$ cat config.mk
export PLATFORM = sky130hd
export DESIGN_NAME = color_classifier
export DESIGN_NICKNAME = d
export VERILOG_FILES = /design/src/rtl/color_classifier_pkg.sv /design/src/rtl/color_classifier_edge_counter.sv /design/src/rtl/color_classifier.sv
export SDC_FILE = /design/constraint.sdc
export NUM_CORES = 1
export LEC_CHECK = 0
export CELL_PAD_IN_SITES_DETAIL_PLACEMENT = 1
export CELL_PAD_IN_SITES_GLOBAL_PLACEMENT = 2
export CORE_ASPECT_RATIO = 1.75
export CORE_MARGIN = 10
export CORE_UTILIZATION = 33
export CTS_BUF_LIST = sky130_fd_sc_hd__clkbuf_16
export CTS_CLUSTER_SIZE = 12
export DETAILED_ROUTE_END_ITERATION = 16
export GPL_ROUTABILITY_DRIVEN = 1
export MAX_ROUTING_LAYER = met4
export PLACE_DENSITY = 0.93
export SLEW_MARGIN = 20
export SYNTH_ARGS = -nofsm -noshare
export SYNTH_HDL_FRONTEND = slang
export SYNTH_SLANG_ARGS = --single-unit
$ cat constraint.sdc
create_clock -name clk -period 15.7 [get_ports clk]
set_input_delay 2.355 -clock clk [delete_from_list [all_inputs] [get_ports clk]]
set_output_delay 2.355 -clock clk [all_outputs]
set_load 0.1 [all_outputs]
$ cat src/rtl/color_classifier_pkg.sv
// Shared encodings for the color classifier: filter select codes,
// class codes and the measurement sequencer states.
package color_classifier_pkg;

  // Filter select codes as driven on {s2,s3}
  typedef enum logic [1:0] {
    FILT_R = 2'b00,
    FILT_B = 2'b01,
    FILT_C = 2'b10,
    FILT_G = 2'b11
  } filter_t;

  // Class codes reported on class_o
  typedef enum logic [1:0] {
    CLS_YELLOW = 2'd0,
    CLS_BLUE   = 2'd1,
    CLS_WHITE  = 2'd2,
    CLS_NONE   = 2'd3
  } class_t;

  // Measurement sequencer states
  typedef enum logic [1:0] {
    ST_SETTLE = 2'd0,
    ST_GATE   = 2'd1,
    ST_LATCH  = 2'd2
  } state_t;

  // Scan order R -> G -> B -> C -> R
  function automatic filter_t next_filter(input filter_t f);
    case (f)
      FILT_R:  return FILT_G;
      FILT_G:  return FILT_B;
      FILT_B:  return FILT_C;
      default: return FILT_R;
    endcase
  endfunction

endpackage

$ cat src/rtl/color_classifier_edge_counter.sv
// Synchronises the sensor frequency output, detects rising edges and
// counts them into a saturating counter while enabled.
module color_classifier_edge_counter #(
  parameter int CNT_W = 24
) (
  input  logic             clk,
  input  logic             rst,
  input  logic             freq,
  input  logic             en,
  input  logic             clr,
  output logic [CNT_W-1:0] count,
  output logic             sat
);

  localparam logic [CNT_W-1:0] CNT_MAX = '1;

  logic             sync1_reg;
  logic             sync2_reg;
  logic             prev_reg;
  logic             rise;
  logic [CNT_W-1:0] count_reg;

  // Two-flop synchroniser plus one delay flop for edge detection
  always_ff @(posedge clk or posedge rst) begin
    if (rst) begin
      sync1_reg <= 1'b0;
      sync2_reg <= 1'b0;
      prev_reg  <= 1'b0;
    end else begin
      sync1_reg <= freq;
      sync2_reg <= sync1_reg;
      prev_reg  <= sync2_reg;
    end
  end

  assign rise = sync2_reg & ~prev_reg;

  // Saturating edge counter; clear has priority over counting
  always_ff @(posedge clk or posedge rst) begin
    if (rst) begin
      count_reg <= '0;
    end else if (clr) begin
      count_reg <= '0;
    end else if (en && rise && (count_reg != CNT_MAX)) begin
      count_reg <= count_reg + 1'b1;
    end
  end

  // An edge arriving while already at full scale means the gate count is clipped
  assign sat   = en & rise & (count_reg == CNT_MAX);
  assign count = count_reg;

endmodule

$ cat src/rtl/color_classifier.sv
// Color sensor front end: sequences filter channels, measures the sensor
// frequency over fixed gates, and classifies clear-channel counts with a
// debounced window match.
module color_classifier
  import color_classifier_pkg::*;
#(
  parameter int GATE_CYCLES   = 20000000,
  parameter int SETTLE_CYCLES = 50000,
  parameter int CNT_W         = 24,
  parameter int STABLE_N      = 3
) (
  input  logic             clk,
  input  logic             rst,
  input  logic             freq,
  input  logic             mode,
  input  logic [CNT_W-1:0] win_lo [3],
  input  logic [CNT_W-1:0] win_hi [3],
  output logic             s0,
  output logic             s1,
  output logic             s2,
  output logic             s3,
  output logic             led,
  output logic [CNT_W-1:0] cnt_r,
  output logic [CNT_W-1:0] cnt_g,
  output logic [CNT_W-1:0] cnt_b,
  output logic [CNT_W-1:0] cnt_c,
  output logic             ovf,
  output logic [1:0]       class_o,
  output logic             class_valid
);

  localparam logic [31:0] SETTLE_LAST = 32'(SETTLE_CYCLES - 1);
  localparam logic [31:0] GATE_LAST   = 32'(GATE_CYCLES - 1);
  localparam int          RUN_W       = $clog2(STABLE_N + 1);
  localparam logic [RUN_W-1:0] STABLE_LEN = RUN_W'(STABLE_N);

  state_t           state_reg, state_next;
  logic [31:0]      timer_reg, timer_next;
  filter_t          chan_reg, chan_next;
  logic [CNT_W-1:0] cnt_r_reg, cnt_g_reg, cnt_b_reg, cnt_c_reg;
  logic             ovf_reg;
  class_t           class_reg, class_next;
  class_t           run_cls_reg, run_cls_next;
  logic [RUN_W-1:0] run_len_reg, run_len_next;
  logic [CNT_W-1:0] count;
  logic             sat;
  logic             gate_en;
  logic             latch;
  logic             c_latch;
  logic [2:0]       win_hit;
  class_t           raw_cls;

  assign gate_en = (state_reg == ST_GATE);
  assign latch   = (state_reg == ST_LATCH);
  assign c_latch = latch && (chan_reg == FILT_C);

  color_classifier_edge_counter #(
    .CNT_W(CNT_W)
  ) u_edge_counter (
    .clk  (clk),
    .rst  (rst),
    .freq (freq),
    .en   (gate_en),
    .clr  (latch),
    .count(count),
    .sat  (sat)
  );

  // Sequencer state and cycle timer
  always_ff @(posedge clk or posedge rst) begin
    if (rst) begin
      state_reg <= ST_SETTLE;
      timer_reg <= '0;
    end else begin
      state_reg <= state_next;
      timer_reg <= timer_next;
    end
  end

  // Sequencer transitions: SETTLE -> GATE -> LATCH -> SETTLE
  always_comb begin
    state_next = state_reg;
    timer_next = timer_reg + 32'd1;
    case (state_reg)
      ST_SETTLE: if (timer_reg == SETTLE_LAST) begin
        state_next = ST_GATE;
        timer_next = '0;
      end
      ST_GATE: if (timer_reg == GATE_LAST) begin
        state_next = ST_LATCH;
        timer_next = '0;
      end
      default: begin
        state_next = ST_SETTLE;
        timer_next = '0;
      end
    endcase
  end

  // Channel choice; mode only matters at the gate boundary, and C -> R
  // makes a switch into scan mode start at R
  always_comb begin
    chan_next = chan_reg;
    if (latch) begin
      chan_next = mode ? next_filter(chan_reg) : FILT_C;
    end
  end

  // Filter select register, so s2/s3 only move at LATCH
  always_ff @(posedge clk or posedge rst) begin
    if (rst) chan_reg <= FILT_C;
    else     chan_reg <= chan_next;
  end

  // Capture the finished gate count into the current channel's output
  always_ff @(posedge clk or posedge rst) begin
    if (rst) begin
      cnt_r_reg <= '0;
      cnt_g_reg <= '0;
      cnt_b_reg <= '0;
      cnt_c_reg <= '0;
    end else if (latch) begin
      case (chan_reg)
        FILT_R:  cnt_r_reg <= count;
        FILT_G:  cnt_g_reg <= count;
        FILT_B:  cnt_b_reg <= count;
        default: cnt_c_reg <= count;
      endcase
    end
  end

  // Sticky overflow flag
  always_ff @(posedge clk or posedge rst) begin
    if (rst) ovf_reg <= 1'b0;
    else     ovf_reg <= ovf_reg | sat;
  end

  // Inclusive window match per class; lo > hi never matches
  for (genvar gi = 0; gi < 3; gi++) begin : g_win
    assign win_hit[gi] = (count >= win_lo[gi]) && (count <= win_hi[gi]);
  end

  // Lowest matching window wins
  always_comb begin
    raw_cls = CLS_NONE;
    if (win_hit[0])      raw_cls = CLS_YELLOW;
    else if (win_hit[1]) raw_cls = CLS_BLUE;
    else if (win_hit[2]) raw_cls = CLS_WHITE;
  end

  // Debounce: track the run of identical raw classes across C gates
  always_comb begin
    run_cls_next = run_cls_reg;
    run_len_next = run_len_reg;
    class_next   = class_reg;
    if (c_latch) begin
      if ((run_len_reg != '0) && (raw_cls == run_cls_reg)) begin
        if (run_len_reg != STABLE_LEN) run_len_next = run_len_reg + 1'b1;
      end else begin
        run_cls_next = raw_cls;
        run_len_next = RUN_W'(1);
      end
      if (run_len_next == STABLE_LEN) class_next = raw_cls;
    end
  end

  // Debounce state and published class
  always_ff @(posedge clk or posedge rst) begin
    if (rst) begin
      run_cls_reg <= CLS_NONE;
      run_len_reg <= '0;
      class_reg   <= CLS_NONE;
    end else begin
      run_cls_reg <= run_cls_next;
      run_len_reg <= run_len_next;
      class_reg   <= class_next;
    end
  end

  assign s0          = 1'b0;
  assign s1          = 1'b1;
  assign s2          = chan_reg[1];
  assign s3          = chan_reg[0];
  assign led         = 1'b1;
  assign cnt_r       = cnt_r_reg;
  assign cnt_g       = cnt_g_reg;
  assign cnt_b       = cnt_b_reg;
  assign cnt_c       = cnt_c_reg;
  assign ovf         = ovf_reg;
  assign class_o     = class_reg;
  assign class_valid = c_latch;

endmodule

==> results of run 1 <==
## power groups by stage
stage / clock network [mW] / registers, mW / logic (mW)
after floorplan: 0 / 0.436 / 0.0334
after global placement: 0 / 0.436 / 0.0778
after detailed placement: 0 / 0.436 / 0.0807
after CTS: 0.442 / 0.428 / 0.0813
after global routing: 0.459 / 0.428 / 0.0900
final: 0.433 / 0.428 / 0.0801
## area by class of cell
type / instances / area share
diodes: 12 / 0.00212
clock buffers: 17 / 0.0301
clock inverters: 15 / 0.0125
inverters: 152 / 0.0407
multi-input cells: 772 / 0.404
flip-flops and latches: 166 / 0.294
well taps: 400 / 0.0354
repair buffers: 258 / 0.181
## layer usage
layer,GRT usage,part of all wire
met5,-,0
met4,0.0927,0.043
met3,0.0381,0.040
met2,0.360,0.56
met1,0.188,0.36
## per-stage QoR
step                utilization  cell area [µm²]  hold slack [ps]
finish                    0.441            14100              355
global route              0.440            14100              364
CTS                       0.439            14100              357
detailed placement        0.421            13500              337
global placement          0.421            13500              338
floorplan                     -            10700              331
## cells by family after synthesis
group           count (synthesis)  synth area share
compound gates                151            0.0838
xor+xnor                       48            0.0395
fa+ha+maj                     150             0.176
buf+inv                       186            0.0739
flops                         166             0.390
mux                            70            0.0739
other cells                     2          0.000705
simple gates                  350             0.162
## final timing paths
check | to | slack (ps) | cells past startpoint | startpoint
max in group asynchronous | ovf | 11940 | 3 | rst
worst min register to register | u_edge_counter.sync2_reg | 360 | 0 | u_edge_counter.sync1_reg
worst min-delay path | u_edge_counter.sync2_reg | 360 | 0 | u_edge_counter.sync1_reg
worst max-delay path | class_valid | 10630 | 5 | state_reg[1]
worst max register to register | run_len_reg[1] | 12360 | 10 | u_edge_counter.count[6]
min in group asynchronous | cnt_b[8] | 2440 | 2 | rst
## cells in the final DEF, fill, tap and decap left out, types with 3 or more instances in the layout
cell | synthesis | final
o21ai_0 | 43 | 43
and3_1 | 8 | 8
a21oi_1 | 60 | 60
nor4b_1 | 3 | 3
dfrtp_1 | 161 | 161
bufinv_16 | 0 | 3
a21o_1 | 9 | 9
dfstp_2 | 5 | 5
clkinv_2 | 0 | 3
nand2b_1 | 5 | 5
or3_1 | 8 | 8
xor2_1 | 30 | 30
ha_1 | 150 | 150
clkdlybuf4s50_1 | 0 | 249
mux2_2 | 69 | 69
nand4_1 | 35 | 35
a211oi_1 | 9 | 9
inv_6 | 0 | 5
buf_4 | 3 | 8
o211ai_1 | 6 | 6
conb_1 | 2 | 3
xnor2_1 | 18 | 18
clkbuf_16 | 0 | 17
diode_2 | 0 | 12
nand2_1 | 127 | 127
nor2_2 | 3 | 3
a31oi_1 | 3 | 3
nor3_1 | 15 | 15
nand3_1 | 29 | 29
nor2_1 | 76 | 76
nor2b_1 | 8 | 7
inv_1 | 151 | 150
nor4_1 | 8 | 8
a221o_1 | 3 | 3
and2_1 | 3 | 3
and4_1 | 5 | 5
## worst register-to-register path, stage by stage, from the launching register on
cell,delay (ps)
dfrtp_1,800
ha_1,380
and3_1,200
a221o_1,290
a31oi_1,310
o21ai_0,250
a21o_1,230
o21ai_1,190
xor2_1,220
o211ai_1,150
o21ba_2,220
==> reports/results.tsv, run 1 <==
metric	value	unit
DR iter-0 viols	240	
slowest CP cell	clkdlybuf4s50_1	
clk_lat worst skew	430	ps
fillers	3596	
CTS-repair resized insts	0	
Worst Hold Class	register to register	
PwrDens	66.6	mW/mm²
fmax	0.197	GHz
Seq/Total Area, Yosys	0.390	
post-CTS setup buffers	0	
switching power	0.218	mW
Max Cap Violations	0	
peak supply drop	66.5	µV
predominant post-synthesis flop cell	dfrtp_1	
top-count cell post-synth	dfrtp_1	
placed cells	1748	
Fin Clk Skew	10.8	ps
htree depth	4	
Total Power	0.942	mW
sequential share of power	0.455	
Die Ht	258	µm
Cell Count, Final, Fillers Out	1792	
Synth Cell Area	0.0107	mm²
Post-Place Setup Slack	10370	ps
period utilisation layout	0.323	
Final GP Congestion	0.857	
worst setup path class	register to output pin	
Yosys reg bits	166	
clock buffer depth	2	
syn avg cell area	9.49	µm²
Die Wd	156	µm
Nets	1665	
Ys Warns	0	
Internal Power	0.723	mW
library cells used by synthesis	67	
gr ovfl total	0	
share of flip-flops with an asynchronous set or reset	1.00	
Tightest Pin Transition	1120	ps
top-area cell type share of the netlist area	0.378	
unrepaired setup endpoints after global routing	false	
vias	9161	
Area Overhead vs Synth	32.8	%
synth cell count leaders	dfrtp_1 (161), inv_1 (151), ha_1 (150)	
row count	87	
Pre-Repair DR Iteration Count	4	
Switching Share	0.232	
worst-path fanout max	32	
first-pass GRT wire length	58700	µm
Antenna Violating Nets Remaining	0	
pin count of the biggest net entering global routing	87	
CP Cell Sequence	nor2b_2 > buf_4 > nand2_1 > inv_2 > clkdlybuf4s50_1	
critical path required time	13350	ps
largest area contributor in the netlist	dfrtp_1	
register area	0.00416	mm²
minimum clock period	5070	ps
status	finished, final reports clean	
layout cells sized above 1	0.0971	
Initial Util	0.332	
Buffers & Inverters on Critical Path	3	
Root Driver	clkbuf_16	
Final Hold Viols	0	
Wirelength per Cell	21.3	µm
Worst EP arrival	2710	ps
GRT Total Usage	0.195	
vias in the first global route	10300	
core region area	0.0321	mm²
clock share of power	0.460	
Leakage	7.19	nW
CP delay by family, top	buffers and inverters	
area of the multi-input gates	0.00571	mm²
Gate power share	0.085	
Setup crit end kind	output pin	
Largest register FFs	32	
Worst Setup Start Kind	register	
Max-slew headroom	0.248	
Synth Instances	1123	
Port Buf Inserts	249	
initial antenna violation count	11	
CTS sink count	166	
CTS Buf Count	17	
DRC viols	0	
die area	0.0402	mm²
number of synthesized flops with an enable pin	0	
hold_buf cts	0	
io pins	253	
Clock transition at path regs	60	ps
setup TNS	0	ps
CTS tree	done	
# setup viols final	0	
max-slew violations	0	
DPL Wire Length	29800	µm
CP peak stage delay	1130	ps
DR vias/cell	5.11	
top area cells in the synthesized netlist	dfrtp_1 (38%), ha_1 (18%), mux2_2 (7.3%), inv_1 (5.3%), nand2_1 (4.5%)	
overall routed net length	38200	µm
post-route setup slack	10630	ps
Note: power is estimated with default switching activity, not from simulation.
==> run 2, diff against run 1 <==
--- a/config.mk
+++ b/config.mk
@@ -9,13 +9,13 @@
 export CELL_PAD_IN_SITES_GLOBAL_PLACEMENT = 2
 export CORE_ASPECT_RATIO = 1.75
 export CORE_MARGIN = 10
-export CORE_UTILIZATION = 33
+export CORE_UTILIZATION = 28
 export CTS_BUF_LIST = sky130_fd_sc_hd__clkbuf_16
 export CTS_CLUSTER_SIZE = 12
 export DETAILED_ROUTE_END_ITERATION = 16
 export GPL_ROUTABILITY_DRIVEN = 1
 export MAX_ROUTING_LAYER = met4
-export PLACE_DENSITY = 0.93
+export PLACE_DENSITY = 0.85
 export SLEW_MARGIN = 20
 export SYNTH_ARGS = -nofsm -noshare
 export SYNTH_HDL_FRONTEND = slang
==> constraint.sdc (replaced) <==
create_clock -name clk -period 4.15 [get_ports clk]
set_input_delay 0.6225 -clock clk [delete_from_list [all_inputs] [get_ports clk]]
set_output_delay 0.6225 -clock clk [all_outputs]
set_load 0.1 [all_outputs]
==> run 2 against run 1 <==
Compared with the run above: combinational power grew to 3.9 times the previous value; clock skew up 2.4 ps; non-clock buffer count rose by 20; sequential share of layout area decreased by 0.58 points; final area increased by 2.0%; critical path depth is 5 higher; via count hardly changed; register-to-register slack got worse by 11000 ps; routed wire length rose by 4.5%; power rose to 3.8 times the previous value.
==> reports/results.tsv, run 2 (same netlist as run 1, synthesis figures left out) <==
metric	value	unit	change
Die Wd	167	µm	+7.5%
htree depth	4		unchanged
Port Buf Inserts	249		unchanged
io pins	253		unchanged
CTS sink count	166		unchanged
clock buffer depth	2		unchanged
Wirelength per Cell	21.1	µm	-0.89%
max-slew violations	0		unchanged
Setup crit end kind	register		
worst-path fanout max	14		-56%
post-CTS setup buffers	0		unchanged
CTS tree	done		
fmax	0.304	GHz	
Clock transition at path regs	70	ps	about the same
most frequent cells in the layout	clkdlybuf4s50_1 (248), dfrtp_1 (161), inv_1 (151), ha_1 (150), nand2_1 (127)		
Largest register FFs	32		unchanged
Max Cap Violations	0		unchanged
overall routed net length	39900	µm	+4.5%
period utilisation layout	0.793		
DR vias/cell	4.85		-5.1%
peak supply drop	245	µV	+270%
commonest non-fill, non-tap cell in the layout	clkdlybuf4s50_1		
minimum clock period	3290	ps	
DRC viols	0		unchanged
Post-Place Setup Slack	516	ps	-9860 ps
core region area	0.0376	mm²	+17%
Nets	1685		+1.2%
critical path required time	4480	ps	-8870 ps
Worst Setup Start Kind	register		
row count	94		+8.0%
DR iter-0 viols	328		+37%
Final GP Congestion	0.827		-3.5%
Root Driver	clkbuf_16		
setup TNS	0	ps	unchanged
status	finished, final reports clean		
fillers	4323		+20%
gr ovfl total	0		unchanged
Fin Clk Skew	13.2	ps	+2.39 ps
Antenna Violating Nets Remaining	0		unchanged
Tightest Pin Transition	1080	ps	-41.7 ps
worst setup path class	register to register		
clk_lat worst skew	440	ps	about the same
GRT Total Usage	0.174		-0.0204
CTS Buf Count	17		unchanged
initial antenna violation count	9		-2
# setup viols final	0		unchanged
unrepaired setup endpoints after global routing	false		
DPL Wire Length	31900	µm	+7.1%
Pre-Repair DR Iteration Count	4		unchanged
PwrDens	250	mW/mm²	+280%
pin count of the biggest net entering global routing	60		-31%
die area	0.0466	mm²	+16%
CTS-repair resized insts	0		unchanged
Die Ht	278	µm	+7.9%
Worst EP arrival	3620	ps	+910 ps
first-pass GRT wire length	60700	µm	+3.6%
Initial Util	0.283		-0.0487
post-route setup slack	860	ps	-9770 ps
vias	9162		+0.011%
Worst Hold Class	register to register		
Final Hold Viols	0		unchanged
Leakage	7.32	nW	+1.7%
layout cells sized above 1	0.109		+0.0115
hold_buf cts	0		unchanged
Area Overhead vs Synth	35.4	%	
vias in the first global route	10400		+0.19%
Max-slew headroom	0.276		+0.0279
run 2: final timing paths:
kind / slack, ps / from / to / cells after the start
worst max-delay path: 860 / u_edge_counter.count[17] / run_len_reg[1] / 10
worst min-delay path: 350 / u_edge_counter.sync1_reg / u_edge_counter.sync2_reg / 0
worst max register to register: 860 / u_edge_counter.count[17] / run_len_reg[1] / 10
worst min register to register: 350 / u_edge_counter.sync1_reg / u_edge_counter.sync2_reg / 0
max in group asynchronous: 2640 / rst / cnt_r[21] / 3
min in group asynchronous: 670 / rst / cnt_g[2] / 2
run 2: metal layers:
metal,track usage,vias to the layer above,wire (µm)
met5,-,-,0
met1,0.164,4517,14400
met4,0.0887,0,1720
met3,0.0315,75,1300
met2,0.328,206,22500
li1,-,4364,-
run 2: area by class of cell:
type | count | area, µm² | area share
timing repair buffer | 278 | 2750 | 0.190
inverter | 152 | 574 | 0.0398
antenna | 9 | 22.5 | 0.00156
clock inverter | 15 | 188 | 0.0130
sequential | 166 | 4160 | 0.288
tap | 480 | 601 | 0.0416
clock buffer | 17 | 425 | 0.0295
multi-input combinational | 772 | 5710 | 0.396
run 2: through the flow:
stage / area [µm²] / util / hold slack (ps) / std cells / total power, mW
after floorplan: 10700 / - / 331 / 1124 / 1.78
after global placement: 13800 / 0.367 / 335 / 1848 / 1.96
after detailed placement: 13800 / 0.367 / 341 / 1848 / 1.96
after CTS: 14400 / 0.383 / 356 / 1880 / 3.65
after global routing: 14400 / 0.383 / 371 / 1889 / 3.75
final: 14400 / 0.383 / 354 / 1889 / 3.61
run 2: power breakdown:
part           switching, mW  leakage (nW)  total, mW  internal [mW]
Sequential          0.000500          2.27       1.62           1.62
Combinational          0.140          4.75      0.310          0.170
Clock                  0.685         0.301       1.68          0.999
run 2: critical path: stages, from the launching register on:
cell	delay [ps]
dfrtp_1	670
ha_1	460
nand4_1	140
nor3_1	420
nand4_1	200
nor3_1	340
a41oi_1	120
nor2_1	260
nand3b_4	210
o211ai_1	150
o21ba_2	220
